`config.mk`:
```
export PLATFORM = sky130hd
export DESIGN_NAME = pll_lock_supervisor
export DESIGN_NICKNAME = d
export VERILOG_FILES = /design/src/rtl/pll_lock_supervisor.sv
export SDC_FILE = /design/constraint.sdc
export NUM_CORES = 1
export LEC_CHECK = 0
export CELL_PAD_IN_SITES_DETAIL_PLACEMENT = 0
export CELL_PAD_IN_SITES_GLOBAL_PLACEMENT = 1
export CORE_MARGIN = 4
export CORE_UTILIZATION = 42
export DETAILED_ROUTE_END_ITERATION = 10
export HOLD_SLACK_MARGIN = 0.05
export PLACE_DENSITY_LB_ADDON = 0.1
export SETUP_SLACK_MARGIN = 0.05
export SYNTH_ARGS = -nofsm -noshare
export SYNTH_HDL_FRONTEND = slang
export SYNTH_SLANG_ARGS = --single-unit
```
`constraint.sdc`:
```
create_clock -name refclk -period 2.5 [get_ports refclk]
set_clock_uncertainty 0.1 [all_clocks]
set_input_delay 0.75 -clock refclk [delete_from_list [all_inputs] [get_ports refclk]]
set_output_delay 0.75 -clock refclk [all_outputs]
set_load 0.01 [all_outputs]
```
`src/rtl/pll_lock_supervisor.sv`:
```
// PLL lock supervisor: pulses the PLL reset, waits for a settled lock, then releases the core reset.
// Optional lock-loss statistics counter is built only when PLL_LOCK_STATS_EN is defined.
module pll_lock_supervisor #(
  parameter int SETTLE_CYCLES = 1024,
  parameter int LOCK_TIMEOUT  = 50000,
  parameter int RST_PULSE     = 16,
  parameter int MAX_RETRIES   = 7
) (
  input  logic       refclk,
  input  logic       rst_n,
  input  logic       pll_locked,
  output logic       pll_rst,
  output logic       core_reset,
  output logic       lock_ok,
  output logic       fail,
  output logic [7:0] lost_count
);

  localparam int PW = (RST_PULSE > 1)     ? $clog2(RST_PULSE)     : 1;
  localparam int TW = (LOCK_TIMEOUT > 1)  ? $clog2(LOCK_TIMEOUT)  : 1;
  localparam int SW = (SETTLE_CYCLES > 1) ? $clog2(SETTLE_CYCLES) : 1;
  localparam int RW = $clog2(MAX_RETRIES + 1);

  localparam logic [PW-1:0] PULSE_LAST   = PW'(RST_PULSE - 1);
  localparam logic [TW-1:0] TIMEOUT_LAST = TW'(LOCK_TIMEOUT - 1);
  localparam logic [SW-1:0] SETTLE_LAST  = SW'(SETTLE_CYCLES - 1);
  localparam logic [RW-1:0] RETRY_MAX    = RW'(MAX_RETRIES);

  typedef enum logic [2:0] {
    PLL_RESET,
    WAIT_LOCK,
    SETTLE,
    RUN,
    FAIL
  } state_e;

  state_e          state_q, state_d;
  logic            sync_q, lk_s_q;
  logic [PW-1:0]   pulse_cnt_q, pulse_cnt_d;
  logic [TW-1:0]   timeout_cnt_q, timeout_cnt_d;
  logic [SW-1:0]   settle_cnt_q, settle_cnt_d, settle_inc;
  logic [RW-1:0]   retry_q, retry_d, retry_inc;
  logic            pll_rst_q, pll_rst_d;
  logic            core_reset_q, core_reset_d;
  logic            lock_ok_q, lock_ok_d;
  logic            fail_q, fail_d;

  assign settle_inc = settle_cnt_q + 1'b1;
  assign retry_inc  = retry_q + 1'b1;

  // The settle counter exits when its next value hits the last count, so RUN
  // is entered exactly SETTLE_CYCLES edges after lk_s first rises.
  always_comb begin
    state_d       = state_q;
    pulse_cnt_d   = pulse_cnt_q;
    timeout_cnt_d = timeout_cnt_q;
    settle_cnt_d  = settle_cnt_q;
    retry_d       = retry_q;
    case (state_q)
      PLL_RESET: begin
        if (pulse_cnt_q == PULSE_LAST) begin
          state_d       = WAIT_LOCK;
          timeout_cnt_d = '0;
        end else begin
          pulse_cnt_d = pulse_cnt_q + 1'b1;
        end
      end
      WAIT_LOCK: begin
        if (lk_s_q) begin
          settle_cnt_d = '0;
          if (SETTLE_CYCLES == 1) begin
            state_d = RUN;
            retry_d = '0;
          end else begin
            state_d = SETTLE;
          end
        end else if (timeout_cnt_q == TIMEOUT_LAST) begin
          retry_d = retry_inc;
          if (retry_inc == RETRY_MAX) begin
            state_d = FAIL;
          end else begin
            state_d     = PLL_RESET;
            pulse_cnt_d = '0;
          end
        end else begin
          timeout_cnt_d = timeout_cnt_q + 1'b1;
        end
      end
      SETTLE: begin
        if (!lk_s_q) begin
          state_d       = WAIT_LOCK;
          timeout_cnt_d = '0;
        end else if (settle_inc == SETTLE_LAST) begin
          state_d = RUN;
          retry_d = '0;
        end else begin
          settle_cnt_d = settle_inc;
        end
      end
      RUN: begin
        if (!lk_s_q) begin
          state_d     = PLL_RESET;
          pulse_cnt_d = '0;
        end
      end
      FAIL: begin
        state_d = FAIL;
      end
      default: begin
        state_d     = PLL_RESET;
        pulse_cnt_d = '0;
      end
    endcase

    pll_rst_d    = (state_d == PLL_RESET);
    core_reset_d = (state_d != RUN);
    lock_ok_d    = (state_d == RUN);
    fail_d       = (state_d == FAIL);
  end

  always_ff @(posedge refclk or negedge rst_n) begin
    if (!rst_n) begin
      sync_q        <= 1'b0;
      lk_s_q        <= 1'b0;
      state_q       <= PLL_RESET;
      pulse_cnt_q   <= '0;
      timeout_cnt_q <= '0;
      settle_cnt_q  <= '0;
      retry_q       <= '0;
      pll_rst_q     <= 1'b1;
      core_reset_q  <= 1'b1;
      lock_ok_q     <= 1'b0;
      fail_q        <= 1'b0;
    end else begin
      sync_q        <= pll_locked;
      lk_s_q        <= sync_q;
      state_q       <= state_d;
      pulse_cnt_q   <= pulse_cnt_d;
      timeout_cnt_q <= timeout_cnt_d;
      settle_cnt_q  <= settle_cnt_d;
      retry_q       <= retry_d;
      pll_rst_q     <= pll_rst_d;
      core_reset_q  <= core_reset_d;
      lock_ok_q     <= lock_ok_d;
      fail_q        <= fail_d;
    end
  end

  assign pll_rst    = pll_rst_q;
  assign core_reset = core_reset_q;
  assign lock_ok    = lock_ok_q;
  assign fail       = fail_q;

`ifdef PLL_LOCK_STATS_EN
  logic [7:0] lost_count_q, lost_count_d;

  // A loss is the RUN -> PLL_RESET transition; the count saturates at 255.
  always_comb begin
    lost_count_d = lost_count_q;
    if (state_q == RUN && !lk_s_q && lost_count_q != 8'hFF) begin
      lost_count_d = lost_count_q + 8'd1;
    end
  end

  always_ff @(posedge refclk or negedge rst_n) begin
    if (!rst_n) begin
      lost_count_q <= 8'd0;
    end else begin
      lost_count_q <= lost_count_d;
    end
  end

  assign lost_count = lost_count_q;
`else
  assign lost_count = 8'd0;
`endif

endmodule

```
After elaboration in Yosys (flattened, before gate mapping):

Cells that the tools add are included.

* bitwise operators: 1
* multiplexer cells: 28
* add/sub/neg operators: 4
* eq/ne operators: 23
* reduce and logical (&&, ||, !) cells: 9

Operator list (number)
* $mux 16: 4
* $pmux 16 s3: 1
* $mux 3: 11
* $mux 10: 3
* $ne 2x2->1 const B: 12
* $mux 4: 5
* $pmux 10 s2: 1
* $add 16x1->16 const B: 1
* $eq 16x16->1 const B: 1
* $pmux 4 s4: 1
* $pmux 3 s5: 1
* $add 10x1->10 const B: 1
* $eq 10x10->1 const B: 1
* $reduce_and 5->1: 2
* $eq 3x2->1 const B: 3
* $eq 3x3->1 const B: 3
* $logic_not 3->1: 2
* $pmux 3 s2: 1
* $reduce_and 6->1: 1
* $add 4x1->4 const B: 1
* $eq 4x4->1 const B: 1
* $reduce_and 4->1: 1
* $add 3x1->3 const B: 1
* $eq 3x1->1 const B: 1
* 5 further kinds: 5

* output and inout port bits: 12
* word-level logic and storage cells: 76
* register bits: 42
* bits of input ports: 3

Depth between registers and ports, before layout:

Gate-level depths: netlist of run 1.

* depth in word-level cells: 7
* depth in mapped cells: 8

Least setup slack after synthesis of run 1:

Ideal clock, no wire load.

* kind: reg-to-reg
* start point: register state_q[0]
* end point: register settle_cnt_q[1]
* path slack: 0.123 ns
* library setup time: 0.125 ns
* period minus slack after synthesis: 2.377 ns
* arrival time: 2.152 ns
* stages on the path, launching flop included: 8
* cells stage by stage: dfrtp_1 -> buf_4 -> or3b_1 -> clkbuf_1 -> or4_1 -> a2bb2o_4 -> o21ba_2 -> mux2_4

* word-level cells in the longest chain between the ends: 3

RTL lines
* start: declaration: line 37 `state_e state_q, state_d;`
* start signal: assignment: line 137 `state_q <= state_d;`
* $eq 3x2->1 or $eq 3x1->1 (tied branches): line 59 `case (state_q)`
* $ne 2x2->1 (no line) or $reduce_bool 2->1 (tied branches)
* $reduce_and 4->1 (no line)
* end signal: assignment: line 140 `settle_cnt_q <= settle_cnt_d;`
* end: declaration: line 41 `logic [SW-1:0] settle_cnt_q, settle_cnt_d, settle_inc;`

Parallel ways exist; a longest one is shown, timed or not.
A chain may end at the register's enable or synchronous reset.

Worst setup path in the final report of run 1:

* start point: register settle_cnt_q[1]
* end point: register settle_cnt_q[1]

* word-level cells in the longest chain between the ends: 4

RTL lines
* $add 10x1->10 *: line 48 `assign settle_inc = settle_cnt_q + 1'b1;`
* $eq 10x10->1 or $mux 10 (tied branches): line 93 `end else if (settle_inc == SETTLE_LAST) begin`
* $ne 2x2->1 (no line) or $mux 10 (tied branches)
* $reduce_and 4->1 (no line) or $pmux 10 s2 (tied branches)

Mark *: on every way between the ends. The rest lies on a longest branch, timed or not. The select of a mux whose other input is x is not followed.

==> results.ini, run 1 <==
[run_status]
status=complete, no violations

[yosys]
async_reset_ff_frac=1.00
yosysSeqAreaShare=0.412
synth_area_per_cell_sq_um=9.47
ys_warn_count=0
syn_area_sq_mm=0.00256
synthCells=270
synth_edf_count=0
synth-seq-cells=42
synthDistinctLibCells=62
synth_ff_type=dfrtp_1

[setup_path]
cp-startpoint=settle_cnt_q[1]
critPathKind=reg -> reg
cp_num_buf_inv=0
worstPathRequired_ps=2580
cp_max_fo=7
crit_path_end_kind=flip-flop
cp-endpoint=settle_cnt_q[1]
worstPathCellList=ha_2 > nand4_1 > or4_4 > a2bb2o_4 > o21ba_2 > mux2_4
cp_slowest_cell=or4_4
arrival_ps=2420
r2r_setup_slack_ps=160
r2r_cells=6
startpoint_type=flip-flop
cp.depth=6
rr_startpoint=settle_cnt_q[1]
r2r-end=settle_cnt_q[1]
crit_family=simple AND/OR/NAND/NOR gates
max_stage_delay_ps=550

[drt]
drt-pass1-iter-count=4
drc=0
antenna_left=0
vias=2131
first_iter_violations=77
wl_um=5900
wire_per_inst_um=16.0
viasPerCell=5.78

[place]
placed_area_sq_mm=0.00277
dp_hpwl_um=4380
port_buffers=6
gp_congestion=0.807

[clock_network]
cts_tree=yes
clock_latency_ps=290
htreeDepth=2
post-cts-setup-buffers=0
root_buffer=clkbuf_8
cts.sinks=42
clkTransAtPathRegs_ps=90
clockBufferDepth=2
numCtsBuffers=5

[final_layout]
area_growth_pct=14.2
drive_above_1_share=0.194
diodes=0
finish.utilization=0.493
layout.nets=302
fin_area_sq_mm=0.00292

[power_and_ir_drop]
ir_worst_vdd_v=0.000404
power_leakage_nw=1.23
power.total_mw=2.29
powerDensity_mw_per_mm2=784

[timing]
fmax_ghz=0.427
min_period_ps=2340
final.setup.tns_ps=0
finalSetupViolations=0
hold_viol=0
slew_viol_final=0
finalCritPeriodShare=0.937
rsz0062_at_grt=true

[floorplanning]
die_x_um=86.0
initial_core_util=0.432
core_sq_mm=0.00592
die_h_um=86.0
die-area_sq_mm=0.00740
row_count=28
io_pins=15

[grt]
grt_max_degree=17
grt_pass1_vias=2042
overflow=0
grt_pass1_wl_um=10200
grt_use_total=0.171
antenna_found_initial=0

[min_path]
hp-class=in -> async

[run]
maxCapViolCount=0

-- state kept, by name (all words and copies together), names as in the netlist, 3 cells and up --
signal	flops
pulse_cnt_q	4
timeout_cnt_q	16
retry_q	3
state_q	3
settle_cnt_q	10
-- final cells by class --
type / instances / area (sq um)
Inverter: 7 / 26.3
Sequential cell: 42 / 1060
Clock buffer: 5 / 68.8
Timing Repair Buffer: 29 / 228
Fill cell: 578 / 3000
Tap cell: 75 / 93.8
Multi-Input combinational cell: 208 / 1380
Clock inverter: 3 / 68.8
-- power breakdown --
group,total [mW],switching (mW),leakage [nW],internal (mW)
Sequential,0.885,0.0976,0.559,0.788
Combinational,0.750,0.429,0.600,0.321
Clock,0.655,0.255,0.0683,0.401
-- kinds of logic (layout without fill, tap and decap cells) --
kind of cell,count (synthesis),count (layout),synth area share
AND/OR/NAND/NOR,109,109,0.253
flip-flops,42,42,0.412
multiplexers,4,4,0.0176
AO/OA/AOI/OAI,77,77,0.211
adder cells (fa/ha/maj),6,6,0.0294
buffers and inverters,27,44,0.0616
other,1,8,0.00147
XOR/XNOR,4,4,0.0137
-- Yosys cell counts, types with 2 or more instances --
library cell / n / area (sq um)
o21ai_0: 14 / 70.1
nor3_1: 7 / 35.0
and3_1: 4 / 25.0
inv_1: 7 / 26.3
nand4bb_1: 2 / 22.5
dfrtp_1: 40 / 1000
or2_2: 2 / 12.5
buf_4: 12 / 90.1
a21bo_2: 2 / 20.0
a21oi_1: 15 / 75.1
nand3b_1: 2 / 15.0
o21bai_1: 2 / 15.0
xnor2_1: 2 / 17.5
o31ai_1: 10 / 75.1
o21a_1: 4 / 30.0
dfstp_2: 2 / 52.6
and4_1: 3 / 26.3
clkbuf_1: 6 / 22.5
a31oi_1: 9 / 56.3
nand4_1: 9 / 56.3
nand3_1: 13 / 65.1
a211oi_1: 2 / 15.0
a221o_1: 2 / 20.0
nand2_1: 22 / 82.6
nor2_1: 15 / 56.3
nor4_1: 2 / 12.5
xor2_1: 2 / 17.5
nand2b_1: 2 / 12.5
or4_1: 11 / 82.6
ha_1: 6 / 75.1
mux2i_1: 3 / 30.0
o211ai_1: 6 / 45.0
-- layout by cell type, fill, tap and decap left out, types with 3 or more instances in the layout --
master / Yosys / final
dfrtp_1: 40 / 38
buf_4: 12 / 23
nand2_1: 22 / 22
nor2_1: 15 / 15
a21oi_1: 15 / 15
o21ai_0: 14 / 14
nand3_1: 13 / 13
o31ai_1: 10 / 10
or4_1: 11 / 10
nand4_1: 9 / 9
a31oi_1: 9 / 9
conb_1: 1 / 8
inv_1: 7 / 7
nor3_1: 7 / 7
o211ai_1: 6 / 6
ha_1: 6 / 5
clkbuf_8: 1 / 5
clkdlybuf4s50_1: 0 / 5
o21a_1: 4 / 4
and3_1: 4 / 4
and4_1: 3 / 3
mux2i_1: 3 / 3
-- metrics by stage --
stage | hold slack, ps | worst slack [ps] | std cells
CTS | 257 | 71.1 | 369
floorplan | 231 | 123 | 277
global placement | 234 | 115 | 361
detailed placement | 236 | 77.5 | 361
finish | 249 | 156 | 369
global route | 267 | 43.9 | 369
-- per-layer routing --
layer | GRT usage | vias up | part of all wire
li1 | - | 1055 | -
met1 | 0.244 | 1053 | 0.51
met2 | 0.273 | 21 | 0.47
met3 | 0.0259 | 2 | 0.022
met4 | 0.0403 | 0 | 0.0051
met5 | 0 | - | 0
-- worst min path at each step --
stage / cells past startpoint / slack, ps / end / start
2_1_floorplan: 0 / 230 / lk_s_q / sync_q
3_3_place_gp: 0 / 230 / lk_s_q / sync_q
3_5_place_dp: 0 / 240 / lk_s_q / sync_q
4_1_cts: 1 / 260 / lock_ok / rst_n
5_1_grt: 1 / 270 / lock_ok / rst_n
6_report: 1 / 250 / lock_ok / rst_n
-- what timing repair did --
action | 4_1_cts | 5_1_grt
hold buffers | 0 | 0
resized for setup | 0 | 4
endpoints found under the hold margin | 0 | 0
setup endpoints to repair | 0 | 7
Power figures use the tool's default switching activity.
==> run 2: changes to the inputs <==
--- a/config.mk
+++ b/config.mk
@@ -13,6 +13,7 @@
 export HOLD_SLACK_MARGIN = 0.05
 export PLACE_DENSITY_LB_ADDON = 0.1
 export SETUP_SLACK_MARGIN = 0.05
+export SLEW_MARGIN = 20
 export SYNTH_ARGS = -nofsm -noshare
 export SYNTH_HDL_FRONTEND = slang
 export SYNTH_SLANG_ARGS = --single-unit
==> results of run 2 <==
Same layout as run 1: the final DEF is identical, and so are final timing and power.
==> run 3: changes to the inputs <==
--- a/config.mk
+++ b/config.mk
@@ -10,6 +10,7 @@
 export CORE_MARGIN = 4
 export CORE_UTILIZATION = 42
 export DETAILED_ROUTE_END_ITERATION = 10
+export GPL_TIMING_DRIVEN = 0
 export HOLD_SLACK_MARGIN = 0.05
 export PLACE_DENSITY_LB_ADDON = 0.1
 export SETUP_SLACK_MARGIN = 0.05
==> constraint.sdc (replaced) <==
create_clock -name refclk -period 2.05 [get_ports refclk]
set_clock_uncertainty 0.1 [all_clocks]
set_input_delay 0.615 -clock refclk [delete_from_list [all_inputs] [get_ports refclk]]
set_output_delay 0.615 -clock refclk [all_outputs]
set_load 0.01 [all_outputs]
==> results.ini, run 3 (same netlist as run 1, synthesis figures left out) <==
[final_layout]
layout_common_cells=buf_4, dfrtp_1, nand2_1
final_common_cell=buf_4
finish.utilization=0.588  ; +0.0945
drive_above_1_share=0.400  ; +0.206
fin_area_sq_mm=0.00348  ; +19%
layout.nets=333  ; +10%
diodes=0  ; unchanged
fillCellCount=530  ; -8.3%
top_register=timeout_cnt_q
reg.largest.list=timeout_cnt_q x16, settle_cnt_q x10, pulse_cnt_q x4
largest_reg_flops=16  ; unchanged
area_growth_pct=36.1

[clock_network]
clkTransAtPathRegs_ps=90  ; about the same
clock_latency_ps=300  ; about the same
root_buffer=clkbuf_8
clockBufferDepth=2  ; unchanged
numCtsBuffers=5  ; unchanged
htreeDepth=2  ; unchanged
cts.sinks=42  ; unchanged
cts_tree=yes

[floorplanning]
die_x_um=86.0  ; unchanged
io_pins=15  ; unchanged
die-area_sq_mm=0.00740  ; unchanged
initial_core_util=0.432  ; unchanged
die_h_um=86.0  ; unchanged
core_sq_mm=0.00592  ; unchanged
row_count=28  ; unchanged

[timing]
final.setup.tns_ps=-4440  ; -4440 ps
slew_viol_final=0  ; unchanged
min_period_ps=2250  ; -88.9 ps
slew_headroom=0.624
fmax_ghz=0.443  ; +3.9%
rsz0062_at_grt=true
worst_pin_slew_ps=564
finalCritPeriodShare=1.10  ; +0.162
hold_viol=0  ; unchanged
timing.hold.ws_ps=95.7  ; -154 ps
finalSetupViolations=36  ; +36
fin_ws_ps=-205  ; -361 ps

[power_and_ir_drop]
combPwrFrac=0.447  ; +0.120
seqPwrFrac=0.345  ; -0.041
ir_worst_vdd_v=0.000626  ; +55%
powerDensity_mw_per_mm2=927  ; +18%
pwr-share-clk=0.208  ; -0.078
power_leakage_nw=1.44  ; +17%
power.total_mw=3.23  ; +41%
p_sw_mw=1.18  ; +51%
swShare=0.366  ; +0.0251
p_int_mw=2.04  ; +35%

[drt]
first_iter_violations=100  ; +30%
drc=0  ; unchanged
vias=2322  ; +9.0%
drt-pass1-iter-count=4  ; unchanged
wl_um=6840  ; +16%
wire_per_inst_um=17.1  ; +6.8%
viasPerCell=5.81  ; +0.52%
antenna_left=0  ; unchanged

[setup_path]
rr_startpoint=state_q[1]
r2r_cells=6  ; unchanged
critPathKind=reg -> reg
crit_path_end_kind=flip-flop
arrival_ps=2350  ; -70 ps
cp_max_fo=5  ; -2
r2r-end=settle_cnt_q[1]
worstPathRequired_ps=2140  ; -440 ps
r2r_setup_slack_ps=-200  ; -360 ps
startpoint_type=flip-flop

[place]
placed_area_sq_mm=0.00278  ; +0.32%
port_buffers=6  ; unchanged
gp_congestion=0.785  ; -2.7%
dp_hpwl_um=4250  ; -2.9%

[grt]
grt_pass1_wl_um=11100  ; +9.6%
grt_max_degree=31  ; +14
overflow=0  ; unchanged
grt_pass1_vias=2244  ; +9.9%
antenna_found_initial=0  ; unchanged
grt_use_total=0.190  ; +0.0191

[run_status]
violations=negative setup slack
status=finished with violations

[min_path]
hp-class=in -> async

[run]
maxCapViolCount=0  ; unchanged

-- run 3: cell types whose count changed in the layout (fill, tap and decap cells not counted), moves of 4 or more --
cell and delta:
o21ai_0 -13, buf_4 +12, buf_6 +11, o21ai_2 +7, dfrtp_1 -5, dfrtp_2 +5
o21ai_1 +5, a21oi_1 -4, a21oi_2 +4, o31ai_1 -4
-- run 3: repair_timing --
action | in CTS | in global routing
hold buffers | 0 | 0
gates resized for setup | 43 | 41
pin swaps | 18 | 22
gates cloned | 1 | 0
setup endpoints to repair | 40 | 39
setup buffers | 20 | 19
-- run 3: per-stage QoR --
stage	std cells	setup WS, ps
2_1_floorplan	277	-270
3_3_place_gp	358	-927
3_5_place_dp	359	-426
4_1_cts	387	-374
5_1_grt	400	-261
6_report	400	-205
-- run 3: power by group through the flow --
stage	logic, mW	clock network (mW)	registers (mW)
CTS	1.34	0.690	1.09
detailed placement	0.942	0	1.09
finish	1.44	0.671	1.11
floorplan	0.705	0	1.06
global placement	0.933	0	1.09
global route	1.57	0.727	1.13
-- run 3: per-layer routing --
layer	vias up	wire, um	global-route usage
met2	40	3380	0.301
met5	-	0	0
met3	10	194	0.0336
met1	1156	3170	0.260
li1	1116	-	-
met4	0	97	0.0691
-- run 3: how the worst max path moves through the flow --
stage                                    to  cells after the start  slack (ps)              start
after global routing      timeout_cnt_q[13]                      7        -260  timeout_cnt_q[10]
after CTS                   settle_cnt_q[1]                      7        -370         state_q[0]
after detailed placement  timeout_cnt_q[11]                      7        -430  timeout_cnt_q[11]
after floorplan             settle_cnt_q[1]                      7        -270         state_q[0]
final                       settle_cnt_q[1]                      6        -200         state_q[1]
after global placement     timeout_cnt_q[7]                      1        -930              rst_n
-- run 3: cell type report --
cell class	instances	area, sq um	share of cell area
multi-input cells	208	1650	0.473
flip-flops and latches	42	1060	0.305
repair buffers	45	417	0.120
plain buffers	15	125	0.0360
well taps	75	93.8	0.0270
clock buffers	6	72.6	0.0209
clock inverters	2	37.5	0.0108
inverters	7	26.3	0.00755
-- run 3: critical path, cell delays in order, from the launching register on --
cell	delay (ps)
dfrtp_1	360
buf_6	110
or3b_4	390
or4_4	430
a2bb2o_4	240
o21ba_4	220
mux2_4	290
